File: src/rtl/demux_scan_ctrl.sv
// Upstream driver for a 1-to-7 demux: latches a data word and channel mask, then
// walks the enabled channels in ascending order, holding each on Sel/D for HOLD_CYCLES clocks.
module demux_scan_ctrl #(
  parameter int unsigned HOLD_CYCLES = 1,
  parameter logic [2:0]  IDLE_SEL    = 3'd7
) (
  input  logic       clk,
  input  logic       rst_n,
  input  logic       in_valid,
  output logic       in_ready,
  input  logic [6:0] in_data,
  input  logic [6:0] in_mask,
  output logic [2:0] Sel,
  output logic       D,
  output logic       busy,
  output logic       done
);

  // Handshake: a word transfers on a rising edge where in_valid && in_ready;
  // in_ready is high only in IDLE, so the upstream holds its word stable until then.
  typedef enum logic [1:0] {ST_IDLE, ST_SCAN, ST_DONE} state_t;

  state_t     state_q, state_d;
  logic [6:0] data_q, data_d;
  logic [6:0] mask_q, mask_d;
  logic [2:0] idx_q, idx_d;
  logic [7:0] cnt_q, cnt_d;
  logic [2:0] sel_q, sel_d;
  logic       d_q, d_d;
  logic       busy_q, busy_d;
  logic       done_q, done_d;

  logic [2:0] first_idx;
  logic [2:0] nxt_idx;
  logic       nxt_found;

  localparam logic [7:0] LAST_CNT = 8'(HOLD_CYCLES - 1);

  assign in_ready = (state_q == ST_IDLE);
  assign Sel      = sel_q;
  assign D        = d_q;
  assign busy     = busy_q;
  assign done     = done_q;

  // Descending loops leave the lowest qualifying index as the final assignment.
  always_comb begin
    first_idx = 3'd0;
    nxt_idx   = 3'd0;
    nxt_found = 1'b0;
    for (int i = 6; i >= 0; i--) begin
      if (in_mask[i]) first_idx = 3'(i);
      if (mask_q[i] && (3'(i) > idx_q)) begin
        nxt_idx   = 3'(i);
        nxt_found = 1'b1;
      end
    end
  end

  always_comb begin
    state_d = state_q;
    data_d  = data_q;
    mask_d  = mask_q;
    idx_d   = idx_q;
    cnt_d   = cnt_q;
    sel_d   = sel_q;
    d_d     = d_q;
    busy_d  = busy_q;
    done_d  = 1'b0;
    case (state_q)
      ST_IDLE: begin
        sel_d  = IDLE_SEL;
        d_d    = 1'b0;
        busy_d = 1'b0;
        if (in_valid) begin
          data_d = in_data;
          mask_d = in_mask;
          cnt_d  = 8'd0;
          if (in_mask != 7'd0) begin
            state_d = ST_SCAN;
            idx_d   = first_idx;
            sel_d   = first_idx;
            d_d     = in_data[first_idx];
            busy_d  = 1'b1;
          end else begin
            state_d = ST_DONE;
            done_d  = 1'b1;
          end
        end
      end
      ST_SCAN: begin
        if (cnt_q == LAST_CNT) begin
          cnt_d = 8'd0;
          if (nxt_found) begin
            idx_d = nxt_idx;
            sel_d = nxt_idx;
            d_d   = data_q[nxt_idx];
          end else begin
            state_d = ST_DONE;
            sel_d   = IDLE_SEL;
            d_d     = 1'b0;
            busy_d  = 1'b0;
            done_d  = 1'b1;
          end
        end else begin
          cnt_d = cnt_q + 8'd1;
        end
      end
      ST_DONE: begin
        state_d = ST_IDLE;
        sel_d   = IDLE_SEL;
        d_d     = 1'b0;
        busy_d  = 1'b0;
      end
      default: begin
        state_d = ST_IDLE;
        sel_d   = IDLE_SEL;
        d_d     = 1'b0;
        busy_d  = 1'b0;
      end
    endcase
  end

  always_ff @(posedge clk or negedge rst_n) begin
    if (!rst_n) begin
      state_q <= ST_IDLE;
      data_q  <= 7'd0;
      mask_q  <= 7'd0;
      idx_q   <= 3'd0;
      cnt_q   <= 8'd0;
      sel_q   <= IDLE_SEL;
      d_q     <= 1'b0;
      busy_q  <= 1'b0;
      done_q  <= 1'b0;
    end else begin
      state_q <= state_d;
      data_q  <= data_d;
      mask_q  <= mask_d;
      idx_q   <= idx_d;
      cnt_q   <= cnt_d;
      sel_q   <= sel_d;
      d_q     <= d_d;
      busy_q  <= busy_d;
      done_q  <= done_d;
    end
  end

endmodule

File: config.mk
export PLATFORM = sky130hd
export DESIGN_NAME = demux_scan_ctrl
export DESIGN_NICKNAME = d
export VERILOG_FILES = /design/src/rtl/demux_scan_ctrl.sv
export SDC_FILE = /design/constraint.sdc
export NUM_CORES = 1
export LEC_CHECK = 0
export CORE_UTILIZATION = 47
export CTS_CLUSTER_SIZE = 40
export DETAILED_ROUTE_END_ITERATION = 6
export HOLD_SLACK_MARGIN = 0.08
export PLACE_DENSITY = 0.7
export SLEW_MARGIN = 30
export SYNTH_ARGS = -nofsm -noshare
export SYNTH_HDL_FRONTEND = slang
export SYNTH_SLANG_ARGS = --single-unit
export TNS_END_PERCENT = 10
File: constraint.sdc
create_clock -name clk -period 5.5 [get_ports clk]
set_clock_uncertainty 0.05 [all_clocks]
set_input_delay 1.1 -clock clk [delete_from_list [all_inputs] [get_ports clk]]
set_output_delay 1.1 -clock clk [all_outputs]
set_load 0.02 [all_outputs]
Word level (Yosys, flattened, before mapping)
Index checks and enable logic that the tools add are counted.
{"block": "word_totals", "input_bits": 17, "ff_bits": 33, "output_inout_bits": 7, "word_cells": 99}
{"block": "classes", "order_cmp": 9, "add_sub_neg": 1, "reduce_logical": 16, "n_eq_ne": 6, "mux": 58}
{"op": "$mux 3", "n": 22}
{"op": "$mux 1", "n": 21}
{"op": "$mux 8", "n": 2}
{"op": "$pmux 8 s2", "n": 1}
{"op": "$pmux 3 s2", "n": 2}
{"op": "$gt 3x3->1 const A", "n": 3}
{"op": "$add 8x1->8 const B", "n": 1}
{"op": "$logic_not 8->1", "n": 1}
{"op": "$lt 3x4->1 const B", "n": 2}
{"op": "$mux 2", "n": 4}
{"op": "$ne 2x2->1 const B", "n": 4}
{"op": "$logic_and 1x1->1", "n": 7}
{"op": "$reduce_bool 7->1", "n": 1}
{"op": "$bmux 1 s3", "n": 2}
{"op": "$gt 1x3->1 const A", "n": 2}
{"op": "$gt 2x3->1 const A", "n": 2}
{"op": "$pmux 1 s2", "n": 3}
{"op": "$reduce_and 2->1", "n": 3}
{"op": "$reduce_and 5->1", "n": 1}
{"op": "$pmux 2 s2", "n": 1}
{"op": "$reduce_and 3->1", "n": 1}
{"op": "$eq 2x1->1 const B", "n": 1}
{"op": "$logic_not 2->1", "n": 1}
{"op": "$ne 2x1->1 const B", "n": 1}
{"op": "$reduce_bool 2->1", "n": 1}

Longest topological paths before layout
Gate-level depths: netlist of run 1.
{"block": "logic_depth", "ltp_word": 14, "mapped_depth": 7, "mapped_depth_nobuf": 7}

Least setup slack after synthesis of run 1
Ideal clock, no wire load.
{"block": "synth_timing", "path_type": "input-to-reg", "from": "in in_mask[2]", "to": "reg d_q (netlist: D)", "setup_slack_ns": 3.149, "path_stages": 6, "setup_time_ns": 0.132, "n_path_buf": 0, "t_arrival_ns": 2.169, "required_time_ns": 5.318, "cell_sequence": "nor2b_1 -> a211oi_2 -> mux2i_1 -> mux2i_1 -> a311oi_1 -> o22ai_2"}
{"block": "synth_between", "elab_chain_len": 8, "elab_cells_between_ends": 9, "classes_between": "8 x mux; 1 x reduce/logical"}
{"element": "start: declaration", "line": "12", "source": "input logic [6:0] in_mask,"}
{"element": "$mux 3 (3 in series)", "line": "51", "source": "if (in_mask[i]) first_idx = 3'(i);"}
{"element": "$bmux 1 s3", "line": "82", "source": "d_d = in_data[first_idx];"}
{"element": "$mux 1 (implied by the code)", "line": "82"}
{"element": "$mux 1 (*)", "line": "78", "source": "if (in_mask != 7'd0) begin"}
{"element": "$mux 1 (*)", "line": "74", "source": "if (in_valid) begin"}
{"element": "$pmux 1 s2 (*)", "line": "69", "source": "case (state_q)"}
{"element": "end signal: assignment", "line": "131", "source": "d_q <= 1'b0;"}
{"element": "end signal: assignment", "line": "141", "source": "d_q <= d_d;"}
{"element": "end: declaration", "line": "29", "source": "logic d_q, d_d;"}
Mark *: on every way between the ends. The rest lies on a longest branch, timed or not. The select of a mux whose other input is x is not followed.
A chain may end at the register's enable or synchronous reset.

Worst setup path after layout of run 1
{"block": "layout_timing", "from": "in in_mask[1]", "to": "reg d_q (netlist: D)"}
{"block": "layout_between", "elab_chain_len": 7, "elab_cells_between_ends": 8, "classes_between": "7 x mux; 1 x reduce/logical"}
{"element": "$mux 3 (2 in series)", "line": "51"}
{"element": "$bmux 1 s3", "line": "82"}
{"element": "$mux 1 (implied by the code)", "line": "82"}
{"element": "$mux 1 (*)", "line": "78"}
{"element": "$mux 1 (*)", "line": "74"}
{"element": "$pmux 1 s2 (*)", "line": "69"}
Marks and branches as above.

==> reports/metrics.yaml, run 1 <==
outcome:
  status: "completed"
synthesis:
  yosys_warnings: 0
  syn_area_um2: 1784
  netlist_instances: 177
  yosysUniqueCellTypes: 48
  synthesis.nets: 196
  synthTopCellsByCount: "28 x dfrtp_1, 22 x nor2_1, 12 x mux2_2"
  ys_async_sr_fraction_pct: 100.0
  ys_top_cells_by_area: "dfrtp_1 39%, mux2_2 7.6%, nor2_1 4.6%"
  synth_edf_count: 0
  avgSynthCellArea_um2: 10.08
  yosys_most_used_dff: "dfrtp_1"
  synth_top_area_share_pct: 39.27
  post-synth-top-count-cell: "dfrtp_1"
  ys_seq_area_share_pct: 43.69
  synth-seq-cells: 31
  synth_top_cell_by_area: "dfrtp_1"
worst_setup_path:
  r2r_slack_ns: 3.48
  critical_path.max_stage_delay_ns: 0.60
  setup.worst_path.class: "input port to flip-flop"
  cp-start-kind: "input port"
  crit_top_cell: "mux2i_1"
  worst_ep_required_time_ns: 5.61
  end_kind: "flip-flop"
  critical_path.max_fanout: 7
  crit_path_cell_trace: "clkdlybuf4s50_1, nor2b_1, a211oi_2, mux2i_1, mux2i_1, a311oi_1, o22ai_2"
  path_delay_family: "compound AO/OA/AOI/OAI gates"
  crit_slowest_cell: "clkdlybuf4s50_1"
  worst-path-buf-inv: 1
  worstPathArrival_ns: 3.04
routing:
  drc_errors: 0
  drt_iter0_markers: 62
  num_vias: 1450
  antenna_left: 0
  routed_via_density: 5.754
  drt-total-wl_mm: 3.894
  routedWlPerCell_um: 15.45
  firstDrtPassIters: 4
layout:
  drive_gt1_share_pct: 16.67
  num_antenna_cells: 0
  stdcell_area_um2: 2162
  syn2layout_area_growth_pct: 21.18
  nets: 223
floorplanning:
  core-area_um2: 3661
  design.die.area_um2: 4047
  die_w_um: 63.62
  fp-row-count: 22
  start_util_pct: 48.74
  io_pins: 24
  die_h_um: 63.62
clock_network:
  cts_inserted_buffers: 5
  path_clk_slew_ns: 0.06
  clock_sinks: 31
  cts-resized-gates: 0
  cts_root_buf: "clkbuf_8"
  cts_setup_buffers: 0
  hold_buffers: 0
  htreeDepth: 2
  clk_path_buf_depth: 2
  cts_tree: "done"
  clk_latency_ns: 0.28
power_and_ir_drop:
  combPwrFrac_pct: 49.3
  internal-power_mw: 0.7595
  p_sw_mw: 0.5111
  seqPwrFrac_pct: 34.4
  peakVddDrop_mv: 0.2770
  switching_share_pct: 40.23
  power_frac_clock_pct: 16.4
  pwr_density_cell_nw_per_um2: 587.7
  power_leakage_nw: 0.9002
timing:
  rsz0062_at_grt: "no"
  maxSlewHeadroom_pct: 53.58
  setup-tns-final_ns: 0
  fin_crit_sh_pct: 53.31
  fmax_ghz: 0.3411
  finalSetupViolations: 0
  worst_pin_slew_ns: 0.6962
  slew_violations: 0
  hold_viol: 0
  period_minus_slack_ns: 2.932
job:
  max-cap-violations: 0
global_routing:
  grt_usage_pct: 21.76
  antenna_found_initial: 0
  grt_pass1_vias: 1465
  gr-total-overflow: 0
  grt_max_degree: 32
  grt_pass1_wl_mm: 6.651
worst_hold_path:
  hold_path_class: "flip-flop to flip-flop"
placed_design:
  dpl.hpwl_mm: 3.026
  postPlaceCellArea_um2: 2059
  io_buffers: 23
  gp_congestion: 0.8325
-- worst paths after layout --
path / end / depth (start not counted) / from
worst min-delay path: Sel[2]$_DFFE_PN1P_ / 2 / Sel[2]$_DFFE_PN1P_
worst min register to register: Sel[2]$_DFFE_PN1P_ / 2 / Sel[2]$_DFFE_PN1P_
max in group asynchronous: Sel[1]$_DFFE_PN1P_ / 2 / rst_n
worst max-delay path: D$_DFFE_PN0P_ / 7 / in_mask[1]
worst max register to register: idx_q[2]$_DFFE_PN0P_ / 6 / cnt_q[5]$_DFFE_PN0P_
min in group asynchronous: mask_q[5]$_DFFE_PN0P_ / 2 / rst_n
-- through the flow --
| stage | hold WS, ns | utilization [%] | setup slack, ns | std cells | power, mW |
|---|---|---|---|---|---|
| 3_3_place_gp | 0.4510 | 56.25 | 2.394 | 245 | 1.043 |
| 5_1_grt | 0.4843 | 59.06 | 2.502 | 252 | 1.358 |
| 4_1_cts | 0.4612 | 59.06 | 2.585 | 252 | 1.274 |
| 3_5_place_dp | 0.4507 | 56.25 | 2.301 | 245 | 1.062 |
| 6_report | 0.4554 | 59.06 | 2.568 | 252 | 1.271 |
| 2_1_floorplan | 0.4299 | - | 3.149 | 177 | 0.8883 |
-- flip-flops by register name, indices dropped and copies added, names as in the netlist, 2 cells and up --
name     count
idx_q        3
mask_q       6
state_q      2
data_q       6
cnt_q        8
Sel          3
-- logic make-up after synthesis --
kind of cell | count (synthesis) | synth area share [%]
simple gates | 63 | 18.30
compound gates | 47 | 20.48
flops | 31 | 43.69
mux | 18 | 10.94
buf+inv | 11 | 2.735
xor+xnor | 5 | 2.455
fa+ha+maj | 2 | 1.402
-- cell type report --
| class | count | area [um^2] |
|---|---|---|
| Fill cell | 321 | 1499 |
| Multi-Input combinational cell | 135 | 955.9 |
| Sequential cell | 31 | 779.5 |
| Timing Repair Buffer | 24 | 237.7 |
| Inverter | 7 | 26.28 |
| Clock inverter | 1 | 30.03 |
| Tap cell | 48 | 60.06 |
| Clock buffer | 6 | 72.57 |
-- layout by cell type (no fill, tap or decap), drive strengths merged, types with 3 or more instances in the layout --
cell type,netlist,routed
clkbuf,0,6
a21o,3,3
o21ai,11,11
nand2b,7,7
mux2i,6,6
dfrtp,28,28
o21a,3,3
clkdlybuf4s50,0,23
nor3,4,4
nand2,8,8
a22o,3,3
nand3,6,6
inv,7,7
mux2,12,12
a31oi,3,3
nor2,23,23
a21oi,7,7
nor2b,4,4
xnor2,3,3
dfstp,3,3
-- metal layers --
layer / track usage (%) / share of wire (%) / vias up
li1: - / - / 693
met1: 25.09 / 43 / 697
met2: 38.03 / 50 / 52
met3: 5.072 / 5.0 / 8
met4: 9.375 / 2.0 / 0
met5: 0 / 0 / -
-- power by group through the flow --
| stage | clock network (mW) | logic, mW | registers (mW) |
|---|---|---|---|
| global route | 0.225 | 0.683 | 0.450 |
| CTS | 0.213 | 0.626 | 0.435 |
| global placement | 0 | 0.611 | 0.432 |
| floorplan | 0 | 0.473 | 0.415 |
| detailed placement | 0 | 0.623 | 0.438 |
| finish | 0.208 | 0.626 | 0.437 |
-- worst register-to-register path, cell delays in order (launching register included) --
cell      delay, ns
dfrtp_1        0.43
nor4_2         0.38
nand4_1        0.16
a21o_1         0.21
a311oi_2       0.38
o211a_1        0.25
nor2_1         0.05
(Power assumes the default switching activity.)
==> inputs of run 2 (changes only) <==
- PLACE_DENSITY: 0.7 -> 0.73
- clock period: 5.5 -> 2.4 ns (I/O delays scaled with it)
==> run 2 against run 1 <==
Combinational power grew 130%. Power up 130%. Flip-flop and latch count did not move. Sequential power up 130%. Critical endpoint is now in_ready. Clock power rose by 120%. Hold slack improved by 0.0057 ns. Via count grew 4.0%. Utilization rose by 1.8 points. First-iteration DRC count down 16%. Largest cell class unchanged. Die area did not move. Highest routed layer unchanged. Register-to-register slack got worse by 3.1 ns. Design area is 3.0% higher.
==> reports/metrics.yaml, run 2 (synthesis gave the netlist of run 1 again) <==
outcome:
  status: "completed"
timing:
  fin_crit_sh_pct: 88.79
  finalSetupViolations: 0
  slew_violations: 0
  rsz0062_at_grt: "no"
  fmax_ghz: 0.4693
  worst_pin_slew_ns: 0.4207
  maxSlewHeadroom_pct: 71.66
  hold_viol: 0
  period_minus_slack_ns: 2.131
clock_network:
  clock_sinks: 31
  cts_inserted_buffers: 5
  cts_root_buf: "clkbuf_8"
  path_clk_slew_ns: 0.06
  clk_path_buf_depth: 2
  clk_latency_ns: 0.28
  hold_buffers: 0
  htreeDepth: 2
  cts-resized-gates: 0
  cts_tree: "done"
  cts_setup_buffers: 0
worst_setup_path:
  worst_ep_required_time_ns: 1.87
  critical_path_depth: 2
  path_delay_family: "buffers and inverters"
  critical_path.max_stage_delay_ns: 0.62
  reg2reg_depth: 6
  end_kind: "output port"
  worst-path-buf-inv: 1
  setup.worst_path.class: "flip-flop to output port"
  cp-start-kind: "flip-flop"
  crit_path_cell_trace: "nor2_1, clkdlybuf4s50_1"
  crit_slowest_cell: "clkdlybuf4s50_1"
  worstReg2RegStart: "cnt_q[5]$_DFFE_PN0P_"
  worstPathArrival_ns: 1.60
  critical_path.max_fanout: 13
  r2r_end: "idx_q[2]$_DFFE_PN0P_"
  r2r_slack_ns: 0.38
global_routing:
  grt_max_degree: 32
  gr-total-overflow: 0
  grt_pass1_wl_mm: 6.651
  antenna_found_initial: 0
  grt_pass1_vias: 1497
  grt_usage_pct: 21.60
layout:
  largest_register_ffs: 8
  top_register: "cnt_q"
  final_common_cell: "dfrtp_1"
  syn2layout_area_growth_pct: 24.82
  stdcell_count: 262
  stdcell_area_um2: 2227
  nFillCells: 315
  drive_gt1_share_pct: 20.56
  postLayoutCoreUtil_pct: 60.83
  mostFrequentLayoutCells: "28 x dfrtp_1, 23 x clkdlybuf4s50_1, 22 x nor2_1, 12 x mux2_2, 10 x buf_4"
  nets: 232
  largestRegisters: "cnt_q (8), data_q (6), mask_q (6)"
  num_antenna_cells: 0
worst_hold_path:
  whs_path_depth: 2
  hold-path-endpoint: "Sel[2]$_DFFE_PN1P_"
  hold_start: "Sel[2]$_DFFE_PN1P_"
  hold_path_class: "flip-flop to flip-flop"
floorplanning:
  fp-row-count: 22
  start_util_pct: 48.74
  io_pins: 24
  core-area_um2: 3661
  die_w_um: 63.62
  design.die.area_um2: 4047
  die_h_um: 63.62
routing:
  firstDrtPassIters: 4
  drc_errors: 0
  top_layer: "met4"
  drt-total-wl_mm: 3.917
  antenna_left: 0
  routed_via_density: 5.756
  wl_met3_um: 141
  dr_wl_met2_mm: 1.953
  num_vias: 1508
  wl_met1_mm: 1.755
  routedWlPerCell_um: 14.95
  drt_iter0_markers: 52
power_and_ir_drop:
  power_leakage_nw: 0.9451
  peakVddDrop_mv: 0.6376
  pwr_density_cell_nw_per_um2: 1297
placed_design:
  dp.cells: 254
  dpl.hpwl_mm: 2.979
  gp_congestion: 0.8678
  io_buffers: 23
  postPlaceCellArea_um2: 2127
job:
  max-cap-violations: 0
-- run 2: changes by cell type in the layout (fill, tap and decap cells not counted) --
| cell | previous run | this run |
|---|---|---|
| bufinv_16 | 1 | 0 |
| buf_4 | 1 | 10 |
| clkbuf_8 | 5 | 7 |
-- run 2: worst max-delay path by stage --
| stage | endpoint | startpoint |
|---|---|---|
| floorplan | D$_DFFE_PN0P_ | idx_q[1]$_DFFE_PN0P_ |
| global placement | idx_q[2]$_DFFE_PN0P_ | in_mask[5] |
| detailed placement | D$_DFFE_PN0P_ | in_mask[4] |
| CTS | in_ready | state_q[0]$_DFFE_PN0P_ |
| global route | D$_DFFE_PN0P_ | in_mask[4] |
| finish | in_ready | state_q[0]$_DFFE_PN0P_ |
-- run 2: layout make-up --
class | count | area, um^2 | area share (%)
Sequential cell | 31 | 779.5 | 35.00
Inverter | 7 | 26.28 | 1.180
Timing Repair Buffer | 33 | 305.3 | 13.71
Tap cell | 48 | 60.06 | 2.697
Multi-Input combinational cell | 135 | 955.9 | 42.92
Clock buffer | 8 | 100.1 | 4.494
-- run 2: layer usage --
metal / track usage [%] / vias to the layer above
met3: 5.072 / 8
met5: 0 / -
met4: 8.807 / 0
li1: - / 722
met2: 37.37 / 34
met1: 25.43 / 744
-- run 2: stage by stage --
step | power, mW | hold slack, ns | setup TNS [ns] | worst slack, ns
5_1_grt | 3.099 | 0.4893 | 0 | 0.1574
6_report | 2.888 | 0.4611 | 0 | 0.2691
2_1_floorplan | 2.036 | 0.1344 | 0 | 0.5707
3_5_place_dp | 2.437 | 0.4412 | -0.003601 | -0.003601
4_1_cts | 2.897 | 0.4627 | 0 | 0.2615
3_3_place_gp | 2.392 | 0.4370 | 0 | 0.07868
-- run 2: report_power, final --
part | switching (mW) | internal, mW
clock network | 0.188 | 0.261
registers | 0.244 | 0.755
logic | 0.738 | 0.703
-- run 2: tightest hold or removal path: stages, from the launching register on --
cell and delay [ns]:
dfstp_2 0.37, nor2_1 0.10, nor2_1 0.05
==> inputs of run 3 (changes only) <==
- CORE_ASPECT_RATIO: default -> 0.8
- CORE_MARGIN: default -> 2
- CTS_CLUSTER_SIZE: 40 -> 28
==> run 3 against run 2 <==
Count of clock-buffer cells in the layout shrank 2. Sequential share of layout area shrank 0.27 points. Global-route usage shrank 0.62 points. Worst setup slack gained 0.0012 ns. Non-clock buffer count grew 1. Clock power grew 18%. Utilization grew 2.5 points. Critical path depth is the same. Sequential power is essentially flat. Die area grew 6.5%. Combinational power is essentially flat. Critical path type unchanged. Critical endpoint unchanged. Largest cell class unchanged. Highest routed layer unchanged.
==> reports/metrics.yaml, run 3 (synthesis gave the netlist of run 1 again) <==
outcome:
  status: "completed"
worst_setup_path:
  setup.worst_path.class: "flip-flop to output port"
  worstReg2RegStart: "cnt_q[5]$_DFFE_PN0P_"
  reg2reg_depth: 6
  end_kind: "output port"
  worstPathArrival_ns: 1.60
  r2r_slack_ns: 0.37
  worst_ep_required_time_ns: 1.87
  critical_path.max_fanout: 13
  cp-start-kind: "flip-flop"
  r2r_end: "idx_q[2]$_DFFE_PN0P_"
timing:
  worst_pin_slew_ns: 0.4542
  slew_violations: 0
  finalSetupViolations: 0
  rsz0062_at_grt: "no"
  holdWs_ns: 0.4472
  fin_crit_sh_pct: 88.74
  period_minus_slack_ns: 2.130
  fmax_ghz: 0.4695
  setup-tns-final_ns: 0
  maxSlewHeadroom_pct: 69.40
  hold_viol: 0
floorplanning:
  die_h_um: 59.11
  io_pins: 24
  fp-row-count: 19
  design.die.area_um2: 4308
  core-area_um2: 3542
  start_util_pct: 50.37
  die_w_um: 72.89
clock_network:
  cts-resized-gates: 0
  path_clk_slew_ns: 0.07
  clock_sinks: 31
  clk_path_buf_depth: 2
  cts_inserted_buffers: 5
  cts_root_buf: "clkbuf_8"
  htreeDepth: 2
  clk_latency_ns: 0.28
  cts_tree: "done"
  hold_buffers: 0
  cts_setup_buffers: 0
job:
  max-cap-violations: 0
routing:
  drc_errors: 0
  antenna_left: 0
  wl_met1_mm: 1.934
  firstDrtPassIters: 4
  routedWlPerCell_um: 15.63
  num_vias: 1502
  drt_iter0_markers: 64
  top_layer: "met4"
  drt-total-wl_mm: 4.017
  wl_met3_um: 152
  dr_wl_met2_mm: 1.885
  routed_via_density: 5.844
placed_design:
  dpl.hpwl_mm: 3.110
  gp_congestion: 0.8452
  io_buffers: 23
global_routing:
  antenna_found_initial: 0
  grt_max_degree: 32
  grt_pass1_vias: 1437
  grt_pass1_wl_mm: 6.789
  grt_usage_pct: 20.97
  gr-total-overflow: 0
layout:
  drive_gt1_share_pct: 21.40
  multi_input_area_um2: 955.9
  regArea_um2: 779.5
  final_common_cell: "dfrtp_1"
  top_register: "cnt_q"
  num_antenna_cells: 0
  mostFrequentLayoutCells: "28 x dfrtp_1, 23 x clkdlybuf4s50_1, 22 x nor2_1, 12 x mux2_2, 11 x buf_4"
  largest_register_ffs: 8
  syn2layout_area_growth_pct: 25.81
  nets: 233
  nFillCells: 266
  largestRegisters: "cnt_q (8), data_q (6), mask_q (6)"
  postLayoutCoreUtil_pct: 63.37
worst_hold_path:
  hold_path_class: "flip-flop to flip-flop"
  hold_start: "Sel[2]$_DFFE_PN1P_"
  whs_path_depth: 2
  hold-path-endpoint: "Sel[2]$_DFFE_PN1P_"
power_and_ir_drop:
  peakVddDrop_mv: 0.7025
  power_leakage_nw: 0.9595
  pwr_density_cell_nw_per_um2: 1334
[run 3: cell types whose count changed in the layout (fill, tap and decap cells not counted), sizes merged]
| cell | change |
|---|---|
| buf | +1 |
| clkinv | +1 |
| clkbuf | -2 |
| bufinv | +1 |
[run 3: cell type report]
cell class              count  area share [%]
multi-input cells         135           42.59
flip-flops and latches     31           34.73
repair buffers             34           13.94
clock buffers               6           3.679
well taps                  42           2.341
clock inverters             2           1.561
inverters                   7           1.171
[run 3: worst max-delay path by stage]
stage | start | end | slack [ns]
final | state_q[0]$_DFFE_PN0P_ | in_ready | 0.27
after global routing | state_q[0]$_DFFE_PN0P_ | in_ready | 0.17
after CTS | state_q[0]$_DFFE_PN0P_ | in_ready | 0.25
after detailed placement | in_mask[3] | D$_DFFE_PN0P_ | 0.04
after global placement | in_mask[3] | D$_DFFE_PN0P_ | 0.10
after floorplan | idx_q[1]$_DFFE_PN0P_ | D$_DFFE_PN0P_ | 0.57
[run 3: stage by stage]
step                instance area (um^2)  power (mW)  cells  setup slack, ns
floorplan                           1784       2.036    177           0.5707
finish                              2245       2.993    257           0.2702
global route                        2245       3.195    257           0.1730
detailed placement                  2127       2.456    249          0.03970
global placement                    2127       2.395    249           0.1033
CTS                                 2245       2.997    257           0.2539
[run 3: routing by layer]
layer	track usage, %	vias to the layer above
li1	-	717
met1	28.15	738
met2	32.60	38
met3	7.823	9
met4	4.762	0
met5	0	-
[run 3: report_power, final]
group          internal (mW)  switching, mW
Sequential             0.754          0.246
Clock                  0.336          0.195
Combinational          0.705          0.757
[run 3: critical path, cell delays in order (launching register included)]
cell and delay, ns:
dfrtp_1 0.51, nor2_1 0.19, clkdlybuf4s50_1 0.62
